--- src/rtl/conv_pkg.sv ---
// Shared types for the 5x5 window generator and the conv datapath behind it.
package conv_pkg;
  localparam int KERNEL   = 5;
  localparam int PIX_W    = 8;
  localparam int CONV_LAT = 5;

  typedef logic signed [PIX_W-1:0] pix_t;
  typedef pix_t window_t [KERNEL-1:0][KERNEL-1:0];
endpackage

--- src/rtl/line_buffer.sv ---
// One image row of pixel storage. The read port is registered and is fed the
// address of the *next* column to be accepted, so rdata_o always holds the
// pre-write contents of the column currently being accepted.
module line_buffer
  import conv_pkg::pix_t;
#(
  parameter int DEPTH = 32,
  parameter int AW    = $clog2(DEPTH)
) (
  input  logic          clk,
  input  logic          we_i,
  input  logic [AW-1:0] waddr_i,
  input  pix_t          wdata_i,
  input  logic [AW-1:0] raddr_i,
  output pix_t          rdata_o
);

  pix_t mem [DEPTH];

  // Write on accept; read every cycle (old data on address collision).
  always_ff @(posedge clk) begin
    if (we_i) mem[waddr_i] <= wdata_i;
    rdata_o <= mem[raddr_i];
  end

endmodule

--- src/rtl/conv_window_gen.sv ---
// Streaming 5x5 "valid"-mode window generator with a valid/last delay line
// matching the latency of the downstream conv datapath.
module conv_window_gen
  import conv_pkg::pix_t;
  import conv_pkg::window_t;
#(
  parameter int IMG_W    = 32,
  parameter int IMG_H    = 32,
  parameter int KERNEL   = 5,
  parameter int PIX_W    = 8,
  parameter int CONV_LAT = 5,
  localparam int XW = (IMG_W - 4 > 1) ? $clog2(IMG_W - 4) : 1,
  localparam int YW = (IMG_H - 4 > 1) ? $clog2(IMG_H - 4) : 1
) (
  input  logic          clk,
  input  logic          rst_n,
  input  logic          in_valid,
  input  pix_t          in_pixel,
  output window_t       window,
  output logic          win_valid,
  output logic          win_last,
  output logic [XW-1:0] out_x,
  output logic [YW-1:0] out_y,
  output logic          res_valid,
  output logic          res_last
);

  localparam int CW = $clog2(IMG_W);
  localparam int RW = $clog2(IMG_H);
  localparam logic [CW-1:0] COL_LAST = CW'(IMG_W - 1);
  localparam logic [CW-1:0] COL_K    = CW'(KERNEL - 1);
  localparam logic [RW-1:0] ROW_LAST = RW'(IMG_H - 1);
  localparam logic [RW-1:0] ROW_K    = RW'(KERNEL - 1);

  if (KERNEL != 5) begin : g_bad_kernel
    $error("conv_window_gen: KERNEL must be 5 to match the conv datapath");
  end
  if (PIX_W != $bits(pix_t)) begin : g_bad_pixw
    $error("conv_window_gen: PIX_W must match conv_pkg::pix_t");
  end
  if (IMG_W < KERNEL || IMG_H < KERNEL) begin : g_bad_img
    $error("conv_window_gen: image must be at least KERNEL x KERNEL");
  end
  if (CONV_LAT < 1) begin : g_bad_lat
    $error("conv_window_gen: CONV_LAT must be >= 1");
  end

  logic [CW-1:0]       col_q, col_d;
  logic [RW-1:0]       row_q, row_d;
  window_t             win_q;
  logic                win_valid_q, win_last_q;
  logic [XW-1:0]       out_x_q;
  logic [YW-1:0]       out_y_q;
  logic [CONV_LAT-1:0] vld_pipe_q, lst_pipe_q;
  pix_t                lb_rd [KERNEL-1];
  pix_t                lb_wr [KERNEL-1];

  // Next pixel coordinates; forced to (0,0) in reset so the line buffers
  // prefetch column 0 for the first beat of the fresh frame.
  always_comb begin
    col_d = col_q;
    row_d = row_q;
    if (!rst_n) begin
      col_d = '0;
      row_d = '0;
    end else if (in_valid) begin
      if (col_q == COL_LAST) begin
        col_d = '0;
        row_d = (row_q == ROW_LAST) ? '0 : row_q + RW'(1);
      end else begin
        col_d = col_q + CW'(1);
      end
    end
  end

  // Four chained rows: each buffer takes the next-younger row's old value,
  // the youngest takes the incoming pixel.
  for (genvar k = 0; k < KERNEL - 1; k++) begin : g_lb
    if (k == KERNEL - 2) begin : g_top
      assign lb_wr[k] = in_pixel;
    end else begin : g_chain
      assign lb_wr[k] = lb_rd[k+1];
    end
    line_buffer #(.DEPTH(IMG_W), .AW(CW)) u_lb (
      .clk     (clk),
      .we_i    (in_valid & rst_n),
      .waddr_i (col_q),
      .wdata_i (lb_wr[k]),
      .raddr_i (col_d),
      .rdata_o (lb_rd[k])
    );
  end

  // Counters, 5x5 shift window and the window valid/last/coordinate tags.
  always_ff @(posedge clk) begin
    if (!rst_n) begin
      col_q       <= '0;
      row_q       <= '0;
      win_valid_q <= 1'b0;
      win_last_q  <= 1'b0;
      out_x_q     <= '0;
      out_y_q     <= '0;
      for (int i = 0; i < KERNEL; i++)
        for (int j = 0; j < KERNEL; j++)
          win_q[i][j] <= '0;
    end else begin
      col_q       <= col_d;
      row_q       <= row_d;
      // col>=4 also suppresses windows straddling a row wrap.
      win_valid_q <= in_valid && (row_q >= ROW_K) && (col_q >= COL_K);
      win_last_q  <= in_valid && (row_q == ROW_LAST) && (col_q == COL_LAST);
      if (in_valid) begin
        out_x_q <= XW'(col_q - COL_K);
        out_y_q <= YW'(row_q - ROW_K);
        for (int i = 0; i < KERNEL; i++)
          for (int j = 0; j < KERNEL - 1; j++)
            win_q[i][j] <= win_q[i][j+1];
        for (int i = 0; i < KERNEL - 1; i++)
          win_q[i][KERNEL-1] <= lb_rd[i];
        win_q[KERNEL-1][KERNEL-1] <= in_pixel;
      end
    end
  end

  // Valid/last delay line; free-running because the conv never stalls.
  always_ff @(posedge clk) begin
    if (!rst_n) begin
      vld_pipe_q <= '0;
      lst_pipe_q <= '0;
    end else begin
      vld_pipe_q[0] <= win_valid_q;
      lst_pipe_q[0] <= win_last_q;
      for (int s = 1; s < CONV_LAT; s++) begin
        vld_pipe_q[s] <= vld_pipe_q[s-1];
        lst_pipe_q[s] <= lst_pipe_q[s-1];
      end
    end
  end

  assign window    = win_q;
  assign win_valid = win_valid_q;
  assign win_last  = win_last_q;
  assign out_x     = out_x_q;
  assign out_y     = out_y_q;
  assign res_valid = vld_pipe_q[CONV_LAT-1];
  assign res_last  = lst_pipe_q[CONV_LAT-1];

endmodule

--- config.mk ---
export PLATFORM = sky130hd
export DESIGN_NAME = conv_window_gen
export DESIGN_NICKNAME = d
export VERILOG_FILES = /design/src/rtl/conv_pkg.sv /design/src/rtl/line_buffer.sv /design/src/rtl/conv_window_gen.sv
export SDC_FILE = /design/constraint.sdc
export NUM_CORES = 2
export LEC_CHECK = 0
export ABC_AREA = 1
export CORE_ASPECT_RATIO = 1.2
export CORE_MARGIN = 4
export CORE_UTILIZATION = 65
export DETAILED_ROUTE_END_ITERATION = 6
export GPL_ROUTABILITY_DRIVEN = 0
export GPL_TIMING_DRIVEN = 0
export PLACE_DENSITY = 0.82
export SLEW_MARGIN = 25
export SYNTH_ARGS = -nofsm -noshare
export SYNTH_HDL_FRONTEND = slang
export SYNTH_SLANG_ARGS = --single-unit
--- constraint.sdc ---
create_clock -name clk -period 10 [get_ports clk]
set_input_delay 2 -clock clk [delete_from_list [all_inputs] [get_ports clk]]
set_output_delay 2 -clock clk [all_outputs]
set_load 0.02 [all_outputs]
* After elaboration in Yosys (flattened, before gate mapping)
Memory sizes are Yosys's and may differ from the RTL's. A register that Yosys moved wholly into a read port is not among the register bits.
Cells that the tools add are included.
** Storage, ports and cells
- Memory bits (writable) :: 1024
- Logic and storage cells :: 57
- Flip-flop bits (word level) :: 232
- Bits of input ports :: 11
- Output and inout bits :: 214
- Memories kept :: 4
** Memories
- g_lb[0].u_lb.mem :: words 32, bits a word 8, read ports 1, clocked after Yosys merged registers in 1, write ports 1, RTL line line_buffer.sv:18 : pix_t mem [DEPTH];
- g_lb[1].u_lb.mem :: words 32, bits a word 8, read ports 1, clocked after Yosys merged registers in 1, write ports 1, RTL line line_buffer.sv:18
- g_lb[2].u_lb.mem :: words 32, bits a word 8, read ports 1, clocked after Yosys merged registers in 1, write ports 1, RTL line line_buffer.sv:18
- g_lb[3].u_lb.mem :: words 32, bits a word 8, read ports 1, clocked after Yosys merged registers in 1, write ports 1, RTL line line_buffer.sv:18
** Cells by class
- Reduce and logical (&&, ||, !) cells :: 5
- $lt $le $gt $ge :: 2
- $add $sub $neg :: 4
- Bitwise operators :: 1
- Multiplexer cells :: 6
- Eq/ne operators :: 2
** Operators with widths (number)
- $mux 5 :: 4
- $add 5x1->5 const B :: 2
- $eq 5x5->1 const B :: 2
- $ge 5x3->1 const B :: 2
- $sub 5x3->5 const B :: 2
- $logic_and 1x1->1 :: 4
- $mux 1 :: 2
- $reduce_and 2->1 :: 1
- $and 1x1->1 :: 1

* Depth between registers and ports, before layout
- Depth after elaboration :: 4
- Mapped depth :: 17

* Cells and area by module
A second synthesis with hierarchy kept.
** Second synthesis, totals
- Cell total of the unflattened synthesis :: 4726
- Area, all modules :: 51478.1 sq um
** Modules (own cells, without submodules)
- line_buffer :: times used 4, area each 10786.6 sq um, sequential area each 7847.5 sq um, cells each 922
- conv_window_gen :: times used 1, area each 8331.7 sq um, sequential area each 4644.5 sq um, cells each 1038

* Worst setup path before layout
No wires, ideal clock.
- Kind :: input-to-reg
- Start point :: input port in_valid
- End point :: memory g_lb[0].u_lb.mem[0][0] (netlist name), enable pin
- Slack :: 5275 ps
- Buffers on the path :: 3
- Arrival :: 4304 ps
- Stages :: 7
- Setup time :: 421 ps
- Cell sequence :: buf_4 buf_2 clkbuf_1 nand2_1 inv_1 nand2_1 nor2_1
** On the way
- Word-level cells in the longest chain between the ends :: 3
** Ends and longest elaborated chain
- start: declaration :: RTL line conv_window_gen.sv:17 : input logic in_valid,
- $and 1x1->1 :: RTL line conv_window_gen.sv:86 : .we_i (in_valid & rst_n),
- $mux 1 :: RTL line line_buffer.sv:22 : if (we_i) mem[waddr_i] <= wdata_i;
- $mux 1 (implied by the code) :: RTL line line_buffer.sv:22
- end: declaration :: RTL line line_buffer.sv:18
No other way between the ends.

* Final worst setup path
- Start point :: input port rst_n
- End point :: memory g_lb[1].u_lb.mem[19][2] (netlist name), enable pin
** On the way
- Word-level cells in the longest chain between the ends :: 3
** Ends and longest elaborated chain
- start: declaration :: RTL line conv_window_gen.sv:16 : input logic rst_n,
- $and 1x1->1 :: RTL line conv_window_gen.sv:86
- $mux 1 :: RTL line line_buffer.sv:22
- $mux 1 (implied by the code) :: RTL line line_buffer.sv:22
- end: declaration :: RTL line line_buffer.sv:18
No other way between the ends.

==> flow_metrics.env <==
export IMPL_synth_area_per_cell_um2=10.4
export IMPL_clk_path_buf_depth=3
export IMPL_num_vias=42700
export IMPL_vias_per_cell=6.27
export IMPL_finalSetupViolations=0
export IMPL_grt_use_total=0.385
export IMPL_placed_cells=6577
export IMPL_setup_worst_path_start_class="primary input"
export IMPL_grt_overflow_total=0
export IMPL_reg2regPathDepth=15
export IMPL_hold_path_class="flip-flop to flip-flop"
export IMPL_synthFlopType="edfxtp_1"
export IMPL_core_rowCount=115
export IMPL_grt_pass1_wl_um=251000
export IMPL_wl_um=173000
export IMPL_io_pins=225
export IMPL_root_buffer="clkbuf_16"
export IMPL_dieArea_um2=87800
export IMPL_final_nets=5613
export IMPL_cts_tree="done"
export IMPL_finalHoldViolations=0
export IMPL_clk_latency_ns=0.73
export IMPL_post_route_drc_count=203
export IMPL_dp_hpwl_um=116000
export IMPL_tightest_slew_ns=1.25
export IMPL_critPathKind="primary input to flip-flop"
export IMPL_htree_levels=3
export IMPL_postCtsSetupBuffers=0
export IMPL_min_period_ns=5.26
export IMPL_p_leak_uw=0.0258
export IMPL_die_width_um=271
export IMPL_yosysWarnings=0
export IMPL_worst_path_max_fanout=19
export IMPL_ys_ff_latch=1288
export IMPL_yosysUniqueCellTypes=28
export IMPL_fin_crit_sh=0.526
export IMPL_rr_endpoint="g_lb[0].u_lb.rdata_o[4]$_DFF_P_"
export IMPL_endpoint_kind="flip-flop"
export IMPL_max_freq_mhz=190
export IMPL_final_setup_skew_ns=0.0358
export IMPL_fillers=4782
export IMPL_ys_seq_area_frac=0.667
export IMPL_max_slew_margin=0.169
export IMPL_final_cell_mix="1,095 x nand3_1, 1,024 x edfxtp_1, 733 x inv_1"
export IMPL_reg2reg_from="col_q[2]$_SDFF_PN0_"
export IMPL_dpl_worst_slack_ns=4.11
export IMPL_ir_drop_mv=0.153
export IMPL_min_path_cells=2
export IMPL_cts_resized=0
export IMPL_fin_tns_setup_ns=0
export IMPL_synth_area_um2=54000
export IMPL_start_util=0.658
export IMPL_syn_num_nets=5211
export IMPL_cts_sinks=1288
export IMPL_syn2layout_area_growth_pct=17.2
export IMPL_post_drt_wl_per_cell_um=25.5
export IMPL_antenna_found_initial=10
export IMPL_finalPower_uw=12200
export IMPL_grt_setup_unrepaired="false"
export IMPL_min_from="vld_pipe_q[0]$_SDFF_PN0_"
export IMPL_maxCapViolCount=0
export IMPL_critical_path_required_ns=10.42
export IMPL_firstDrtPassIters=7
export IMPL_final_common_cell="nand3_1"
export IMPL_layout_setup_ws_ns=4.74
export IMPL_port_buffer_count=223
export IMPL_drt_iter0_drc=6309
export IMPL_reg2reg_slack_ns=5.61
export IMPL_synth_cells=5186
export IMPL_cts_hold_buf=0
export IMPL_grt_pass1_vias=41700
export IMPL_synth_edff_count=1024
export IMPL_drive_gt1_frac=0.0970
export IMPL_synth_async_reset_ratio=0
export IMPL_hold_end="vld_pipe_q[1]$_SDFF_PN0_"
export IMPL_final_max_slew_viol_count=0
export IMPL_status="finished with violations"
export IMPL_final_cells=6803
export IMPL_drtAntennaViolNets=0
export IMPL_cts_made_buffers=120
export IMPL_timing_hold_ws_ns=0.412
export IMPL_violations="DRC"
export IMPL_die_h_um=324
export IMPL_crit_arrival_ns=5.68
export IMPL_power_density_nw_per_um2=193
export IMPL_grt_max_degree=34
export IMPL_core_area_um2=82200
export IMPL_clkTransAtPathRegs_ns=0.06
==> cells in the mapped netlist (all sizes together), types with 2 or more instances <==
cell / n / area, um2
nand3: 1095 / 5480
inv: 740 / 2780
buf: 255 / 1270
xor2: 4 / 35.0
ha: 14 / 175
nand3b: 320 / 2400
nand2: 701 / 2650
o21ai: 209 / 1050
dfxtp: 264 / 5290
a21oi: 8 / 40.0
nand4: 2 / 12.5
nor3: 5 / 35.0
nor2: 451 / 1700
edfxtp: 1024 / 30700
clkbuf: 88 / 330
==> logic make-up after synthesis <==
family	synth area share
AOI/OAI and AO/OA	0.0207
xor gates and xnor gates	0.000648
adders and majority gates	0.00324
buffers and inverters	0.0810
DFF	0.667
and+or+nand+nor	0.228
==> sequential cells by signal, indices dropped and copies added (netlist names), 5 cells and up <==
| name | flops |
|---|---|
| row_q | 5 |
| out_x | 5 |
| g_lb.u_lb.mem | 1024 |
| vld_pipe_q | 5 |
| g_lb.u_lb.rdata_o | 32 |
| window | 200 |
| out_y | 5 |
| col_q | 5 |
| lst_pipe_q | 5 |
==> worst max-delay path, stage by stage <==
cell             delay, ns
clkdlybuf4s50_1       0.63
clkbuf_1              0.55
clkbuf_1              0.43
nand3_1               0.88
nor2_4                0.93
buf_16                0.23
==> worst max path at each step <==
stage / from / to / slack (ns)
floorplan: in_valid / g_lb[0].u_lb.mem[0][0]$_DFFE_PP_ / 5.27
global placement: rst_n / g_lb[2].u_lb.mem[15][1]$_DFFE_PP_ / 2.97
detailed placement: rst_n / g_lb[2].u_lb.mem[19][0]$_DFFE_PP_ / 4.11
CTS: rst_n / g_lb[0].u_lb.mem[19][5]$_DFFE_PP_ / 4.84
global route: rst_n / g_lb[1].u_lb.mem[7][6]$_DFFE_PP_ / 4.71
finish: rst_n / g_lb[1].u_lb.mem[19][2]$_DFFE_PP_ / 4.74
==> where the power goes <==
part           total [uW]  switching [uW]  internal (uW)
logic                1360             947            409
registers            6260             248           6010
clock network        4580            2010           2580
total               12200            3200           9000
==> routing by layer <==
layer | share of wire | wire length [um] | vias up | global-route usage
met5 | 0.00025 | 43 | - | 0
met4 | 0.10 | 18000 | 6 | 0.316
met3 | 0.12 | 21500 | 976 | 0.103
met2 | 0.46 | 79100 | 3404 | 0.614
met1 | 0.32 | 54800 | 20100 | 0.441
li1 | - | - | 18200 | -
==> per-stage QoR <==
| step | cell area [um2] | util |
|---|---|---|
| after detailed placement | 59400 | 0.723 |
| final | 63300 | 0.770 |
| after floorplan | 54000 | - |
| after global placement | 57700 | 0.702 |
| after CTS | 63300 | 0.770 |
| after global routing | 63300 | 0.770 |
==> area by class of cell <==
type / instances / area (um2) / share of cell area
diodes: 2 / 5.00 / 0.0000791
plain buffers: 343 / 1600 / 0.0253
clock buffers: 158 / 3340 / 0.0528
clock inverters: 66 / 583 / 0.00921
inverters: 740 / 2780 / 0.0439
multi-input cells: 2815 / 13900 / 0.219
flip-flops and latches: 1288 / 36100 / 0.570
well taps: 1111 / 1390 / 0.0220
repair buffers: 280 / 3680 / 0.0581
Note: power is estimated with default switching activity, not from simulation.
